**src/rtl/shuffle_buffer.sv**
```systemverilog
`default_nettype none
// ============================================================================
//  Module   : shuffle_buffer
//  Purpose  : Holds up to bs data entries for a random-selection stage.
//             Occupancy is published as a candidate bitmap (cand_list). The
//             selector returns an index, and the entry at that index is read
//             out and freed. A flush pulse starts drain mode, which empties
//             the buffer in ascending index order and ignores the selector.
//  Ports    : clk, rst              - clock, synchronous active-high reset
//             in_valid/in_data      - write request and write data
//             in_ready              - write can be accepted (RUN and not full)
//             cand_list             - registered occupancy bitmap
//             sel_index/pop_req     - selector index and pop request
//             flush                 - one-cycle pulse, enter drain mode
//             out_valid/out_data/   - registered one-cycle read result and
//             out_index               its source slot
//             count/empty/full      - registered occupancy and flags
//             pop_err               - sticky, set by a pop of an empty slot
//             parity_err            - (SHUFFLE_BUF_PARITY_EN only) pulses with
//                                     out_valid when stored parity mismatches
//  Options  : `define SHUFFLE_BUF_PARITY_EN to store an even-parity bit per
//             entry and check it on every pop.
//  Revision : 1.0 - initial release
// ============================================================================
module shuffle_buffer #(
    parameter  int bs      = 16,
    parameter  int dw      = 32,
    localparam int bs_bits = $clog2(bs)
) (
    input  logic               clk,
    input  logic               rst,
    input  logic               in_valid,
    input  logic [dw-1:0]      in_data,
    output logic               in_ready,
    output logic [bs-1:0]      cand_list,
    input  logic [bs_bits-1:0] sel_index,
    input  logic               pop_req,
    input  logic               flush,
    output logic               out_valid,
    output logic [dw-1:0]      out_data,
    output logic [bs_bits-1:0] out_index,
    output logic [bs_bits:0]   count,
    output logic               empty,
    output logic               full,
    output logic               pop_err
`ifdef SHUFFLE_BUF_PARITY_EN
    ,
    output logic               parity_err
`endif
);

    localparam logic [bs_bits:0] c_cnt_one  = (bs_bits+1)'(1);
    localparam logic [bs_bits:0] c_cnt_full = (bs_bits+1)'(bs);

    typedef enum logic [0:0] {
        ST_RUN   = 1'b0,
        ST_DRAIN = 1'b1
    } state_t;

    // ------------------------------------------------------------------------
    // State
    // ------------------------------------------------------------------------
    state_t               r_state;
    logic [dw-1:0]        r_mem [bs];
    logic [bs-1:0]        r_vld;
    logic [bs_bits:0]     r_count;
    logic                 r_full;
    logic                 r_empty;
    logic                 r_out_valid;
    logic [dw-1:0]        r_out_data;
    logic [bs_bits-1:0]   r_out_index;
    logic                 r_pop_err;

    // ------------------------------------------------------------------------
    // Combinational control
    // ------------------------------------------------------------------------
    logic [bs_bits-1:0]   w_free_idx;
    logic [bs_bits-1:0]   w_first_vld;
    logic [bs_bits-1:0]   w_pop_idx;
    logic                 w_in_ready;
    logic                 w_wr;
    logic                 w_sel_vld;
    logic                 w_run_pop;
    logic                 w_pop_miss;
    logic                 w_drain_pop;
    logic                 w_pop;
    logic [bs_bits:0]     w_count_nxt;
    logic [bs-1:0]        w_vld_nxt;

    // Lowest set bit of a vector; returns 0 when no bit is set. Callers only
    // use the result when at least one bit is known to be set.
    function automatic logic [bs_bits-1:0] f_lowest(input logic [bs-1:0] v);
        f_lowest = '0;
        for (int i = bs - 1; i >= 0; i--) begin
            if (v[i]) begin
                f_lowest = bs_bits'(i);
            end
        end
    endfunction

    // Both encoders look at the registered bitmap, i.e. before this cycle's
    // pop takes effect, so a slot freed now cannot be refilled in the same
    // cycle.
    assign w_free_idx  = f_lowest(~r_vld);
    assign w_first_vld = f_lowest(r_vld);

    // No same-cycle bypass: a full buffer refuses writes even while popping.
    assign w_in_ready  = (r_state == ST_RUN) && !r_full;
    assign w_wr        = in_valid && w_in_ready;

    assign w_sel_vld   = r_vld[sel_index];
    assign w_run_pop   = (r_state == ST_RUN) && pop_req && w_sel_vld;
    assign w_pop_miss  = (r_state == ST_RUN) && pop_req && !w_sel_vld;
    assign w_drain_pop = (r_state == ST_DRAIN) && !r_empty;
    assign w_pop       = w_run_pop || w_drain_pop;
    assign w_pop_idx   = (r_state == ST_DRAIN) ? w_first_vld : sel_index;

    always_comb begin
        w_count_nxt = r_count;
        if (w_wr && !w_pop) begin
            w_count_nxt = r_count + c_cnt_one;
        end else if (!w_wr && w_pop) begin
            w_count_nxt = r_count - c_cnt_one;
        end
    end

    // The write slot is free in r_vld and the pop slot is occupied in r_vld,
    // so the two updates never touch the same bit.
    always_comb begin
        w_vld_nxt = r_vld;
        if (w_pop) begin
            w_vld_nxt[w_pop_idx] = 1'b0;
        end
        if (w_wr) begin
            w_vld_nxt[w_free_idx] = 1'b1;
        end
    end

    // ------------------------------------------------------------------------
    // Storage (contents need no reset; validity lives in r_vld)
    // ------------------------------------------------------------------------
    always_ff @(posedge clk) begin
        if (w_wr) begin
            r_mem[w_free_idx] <= in_data;
        end
    end

`ifdef SHUFFLE_BUF_PARITY_EN
    logic [bs-1:0] r_par;
    logic          r_parity_err;
    logic          w_par_now;

    assign w_par_now = ^r_mem[w_pop_idx];

    always_ff @(posedge clk) begin
        if (w_wr) begin
            r_par[w_free_idx] <= ^in_data;
        end
    end

    always_ff @(posedge clk) begin
        if (rst) begin
            r_parity_err <= 1'b0;
        end else begin
            r_parity_err <= w_pop && (w_par_now != r_par[w_pop_idx]);
        end
    end

    assign parity_err = r_parity_err;
`endif

    // ------------------------------------------------------------------------
    // Control, FSM and registered outputs
    // ------------------------------------------------------------------------
    always_ff @(posedge clk) begin
        if (rst) begin
            r_state     <= ST_RUN;
            r_vld       <= '0;
            r_count     <= '0;
            r_full      <= 1'b0;
            r_empty     <= 1'b1;
            r_out_valid <= 1'b0;
            r_out_data  <= '0;
            r_out_index <= '0;
            r_pop_err   <= 1'b0;
        end else begin
            r_vld       <= w_vld_nxt;
            r_count     <= w_count_nxt;
            r_full      <= (w_count_nxt == c_cnt_full);
            r_empty     <= (w_count_nxt == '0);
            r_out_valid <= w_pop;
            if (w_pop) begin
                r_out_data  <= r_mem[w_pop_idx];
                r_out_index <= w_pop_idx;
            end
            if (w_pop_miss) begin
                r_pop_err <= 1'b1;
            end

            case (r_state)
                ST_RUN: begin
                    // A pop in the flush cycle is still performed above.
                    if (flush) begin
                        r_state <= ST_DRAIN;
                    end
                end
                ST_DRAIN: begin
                    // Leave on the edge of the last pop, or after one idle
                    // cycle when flushed while already empty.
                    if (r_count <= c_cnt_one) begin
                        r_state <= ST_RUN;
                    end
                end
                default: r_state <= ST_RUN;
            endcase
        end
    end

    assign in_ready  = w_in_ready;
    assign cand_list = r_vld;
    assign out_valid = r_out_valid;
    assign out_data  = r_out_data;
    assign out_index = r_out_index;
    assign count     = r_count;
    assign empty     = r_empty;
    assign full      = r_full;
    assign pop_err   = r_pop_err;

endmodule
`default_nettype wire

```
**config.mk**
```make
export PLATFORM = sky130hd
export DESIGN_NAME = shuffle_buffer
export DESIGN_NICKNAME = d
export VERILOG_FILES = /design/src/rtl/shuffle_buffer.sv
export SDC_FILE = /design/constraint.sdc
export NUM_CORES = 1
export LEC_CHECK = 0
export CAP_MARGIN = 30
export CORE_MARGIN = 5
export CORE_UTILIZATION = 45
export DETAILED_ROUTE_END_ITERATION = 7
export GPL_TIMING_DRIVEN = 0
export PLACE_DENSITY = 0.63
export SLEW_MARGIN = 10
export SYNTH_ARGS = -nofsm -noshare
export SYNTH_HDL_FRONTEND = slang
export SYNTH_SLANG_ARGS = --single-unit
```
**constraint.sdc**
```tcl
create_clock -name clk -period 5.5 [get_ports clk]
set_clock_uncertainty 0.2 [all_clocks]
set_input_delay 0.55 -clock clk [delete_from_list [all_inputs] [get_ports clk]]
set_output_delay 0.55 -clock clk [all_outputs]
set_load 0.02 [all_outputs]
```
==> impl_metrics.py <==
metrics = {
    "yosys": {
        "synth_cells": 1659,
        "synth_xor_area_share_pct": 0.2151,
        "syn-num-nets": 1703,
        "ys_async_sr_fraction_pct": 0,
        "yosys_warnings": 0,
        "synth.area.top_cells": "edfxtp_1 (66%), dfxtp_1 (5.3%), mux2i_1 (4.0%), nand2_1 (3.9%), nand3_1 (2.0%)",
        "synth.distinct_cells": 69,
        "synth_top_family_by_area": "compound AO/OA/AOI/OAI gates",
        "synth_simple_gate_area_share_pct": 9.315,
        "yosysTopAreaCell": "edfxtp_1",
        "synth_top_area_share_pct": 66.09,
        "synth_enable_flop_cells": 512,
        "synth_fa_ha_area_share_pct": 0.1614,
        "ys_ff_latch": 574,
        "synth_area_mm2": 0.02326,
        "synthFlopType": "edfxtp_1",
        "synthMuxAreaShare_pct": 5.550,
        "synth_compound_area_share_pct": 10.76,
        "syn_area_per_cell_um2": 14.02,
        "seq_area_frac_synth_pct": 71.42,
    },
    "critical_path": {
        "critical_path_class": "reg -> reg",
        "rrSetupSlack_ps": 1440,
        "cp.required_ps": 5770,
        "arrival_ps": 4330,
        "crit_fanout": 10,
        "worst_setup_path_end_kind": "register",
        "start_kind": "register",
    },
    "timing": {
        "worst_pin_slew_ps": 941.0,
        "setup_viol": 0,
        "finalCritPeriodShare_pct": 73.84,
        "timing.hold.ws_ps": 266.9,
        "clock.fmax_ghz": 0.2462,
        "slew_headroom_pct": 37.13,
        "drv_slew": 0,
        "rsz0062_at_grt": "no",
        "period_needed_ps": 4061,
        "fin_ws_ps": 1439,
        "finalSetupTns_ps": 0,
        "hold_violations": 0,
    },
    "outcome": {
        "violations": "DRC",
        "status": "finished with violations",
    },
    "route": {
        "route.detailed.drc": 7,
        "vias_per_cell": 6.030,
        "drt_wl_total_mm": 65.99,
        "routed-via-count": 15460,
        "ant_nets": 0,
        "first_pass_iters": 8,
        "initialDrtViolationCount": 1907,
        "wire_per_inst_um": 25.74,
    },
    "global_routing": {
        "grt-ovfl-total": 0,
        "grt_pass1_wl_mm": 96.89,
        "grt_antenna_before_repair": 1,
        "grtUsageTotal_pct": 22.62,
        "grt_max_degree": 31,
        "grt_pass1_vias": 15290,
    },
    "job": {
        "max_cap_viol_count": 0,
    },
    "clocking": {
        "cts_sinks": 574,
        "cts_setup_buffers": 0,
        "cts-root-buf": "clkbuf_16",
        "cts_max_path_buffers": 3,
        "cts_resized": 0,
        "cts_tree": "yes",
        "clk_pin_slew_ps": 60,
        "htree_levels": 2,
        "cts_made_buffers": 57,
        "insertion_delay_ps": 620,
        "cts_hold_buf": 0,
    },
    "placed_design": {
        "dpl.cell_count": 2456,
        "gp_congestion": 0.9024,
        "place_ws_ps": 1585,
        "dp.final_hpwl_mm": 43.88,
        "numPortBuffers": 100,
    },
    "floorplanning": {
        "pin_count": 103,
        "rows": 83,
        "core-area_mm2": 0.05130,
        "die_y_um": 237.4,
        "initial_utilization_pct": 45.35,
        "fp.dieW_um": 237.4,
        "die_area_mm2": 0.05634,
    },
    "power": {
        "power_w": 0.01085,
        "total_leakage_power_nw": 9.166,
        "max-vdd-ir-drop_v": 0.0002426,
        "p_per_area_mw_per_mm2": 396.6,
    },
    "final_layout": {
        "multi_input_area_mm2": 0.006065,
        "fillers": 4281,
        "finalNonFillerCells": 2564,
        "fin_nets": 1880,
        "syn_to_final_growth_pct": 17.62,
        "seqCellArea_mm2": 0.01662,
        "drive_above_1_share_pct": 11.42,
    },
    "min_path": {
        "hold_path_class": "reg -> reg",
    },
}
## placed cells by master (no fill, tap or decap), types with 18 or more instances in the layout
| cell type | n |
|---|---|
| a22oi_1 | 39 |
| nand3_1 | 92 |
| nor2_1 | 66 |
| edfxtp_1 | 512 |
| a211oi_1 | 49 |
| nand2_1 | 243 |
| and3_1 | 38 |
| mux2_2 | 28 |
| clkdlybuf4s50_1 | 100 |
| mux2i_1 | 93 |
| a32oi_1 | 18 |
| o21ai_0 | 27 |
| a311oi_1 | 35 |
| dfxtp_1 | 62 |
| a222oi_1 | 26 |
| clkbuf_1 | 72 |
| clkbuf_16 | 57 |
| a21oi_1 | 36 |
| a31oi_1 | 32 |
| buf_2 | 40 |
## Yosys cell counts, drive strengths merged, types with 6 or more instances
cell / number
clkbuf: 63
mux2: 28
nor4: 6
a22oi: 39
nor3: 13
mux2i: 93
nor2: 75
inv: 23
and3: 38
a211oi: 49
a21oi: 36
o21ai: 37
a311oi: 35
a31oi: 33
buf: 52
edfxtp: 512
nand3: 93
a221oi: 10
nand2: 243
a222oi: 26
a32oi: 19
dfxtp: 62
a2111oi: 6
## cell families (layout without fill, tap and decap cells)
| logic type | after synthesis | in the layout |
|---|---|---|
| XOR/XNOR | 4 | 4 |
| AO/OA/AOI/OAI | 330 | 330 |
| buffers and inverters | 138 | 362 |
| AND/OR/NAND/NOR | 487 | 487 |
| other | 0 | 1 |
| flip-flops | 574 | 574 |
| adder cells (fa/ha/maj) | 3 | 3 |
| multiplexers | 123 | 123 |
## path summary, 6_finish.rpt
path | startpoint | to | depth (start not counted)
max reg2reg | cand_list[14]$_SDFF_PP0_ | out_data[27]$_SDFFE_PP0N_ | 9
max | cand_list[14]$_SDFF_PP0_ | out_data[27]$_SDFFE_PP0N_ | 9
min | out_index[1]$_SDFFE_PP0N_ | out_index[1]$_SDFFE_PP0N_ | 2
min reg2reg | out_index[1]$_SDFFE_PP0N_ | out_index[1]$_SDFFE_PP0N_ | 2
## routing by layer
| metal | GRT usage (%) | share of wire (%) |
|---|---|---|
| met1 | 30.88 | 41 |
| met2 | 37.09 | 48 |
| met5 | 0 | 0 |
| met4 | 7.416 | 3.4 |
| met3 | 4.177 | 8.4 |
## registers in the layout, indices dropped and copies added, names as in the netlist
register and cells:
out_valid 1, out_index 4, full 1, cand_list 16
out_data 32, r_mem 512, r_state 1, pop_err 1
empty 1, count 5
## stage by stage
step / cell area, um2 / util (%)
floorplan: 23260 / -
CTS: 27350 / 53.30
global route: 27360 / 53.33
finish: 27360 / 53.34
detailed placement: 25470 / 49.64
global placement: 25120 / 48.96
## final cells by class
class                      count  share of cell area [%]
antenna                        1                0.009145
clock inverter                34                   1.230
inverter                      23                  0.3155
multi-input combinational    947                   22.16
tap                          680                   3.109
timing repair buffer         118                   4.939
sequential                   574                   60.73
buffer                       115                   1.870
clock buffer                  72                   5.638
## report_power, final
group | total [W] | switching, W | internal, W
combinational | 0.00195 | 0.00130 | 0.000655
clock | 0.00392 | 0.00165 | 0.00226
sequential | 0.00499 | 0.000101 | 0.00488
## worst max-delay path, cell delays in order (launching register included)
cell and delay, ps:
dfxtp_1 540, nor2_1 90, o31a_1 280, o311a_1 440, nor2_2 630, buf_4 360
buf_2 310, a31oi_1 120, a2111oi_0 760, a211oi_1 160
No activity file was read; power rests on OpenSTA's default activity.
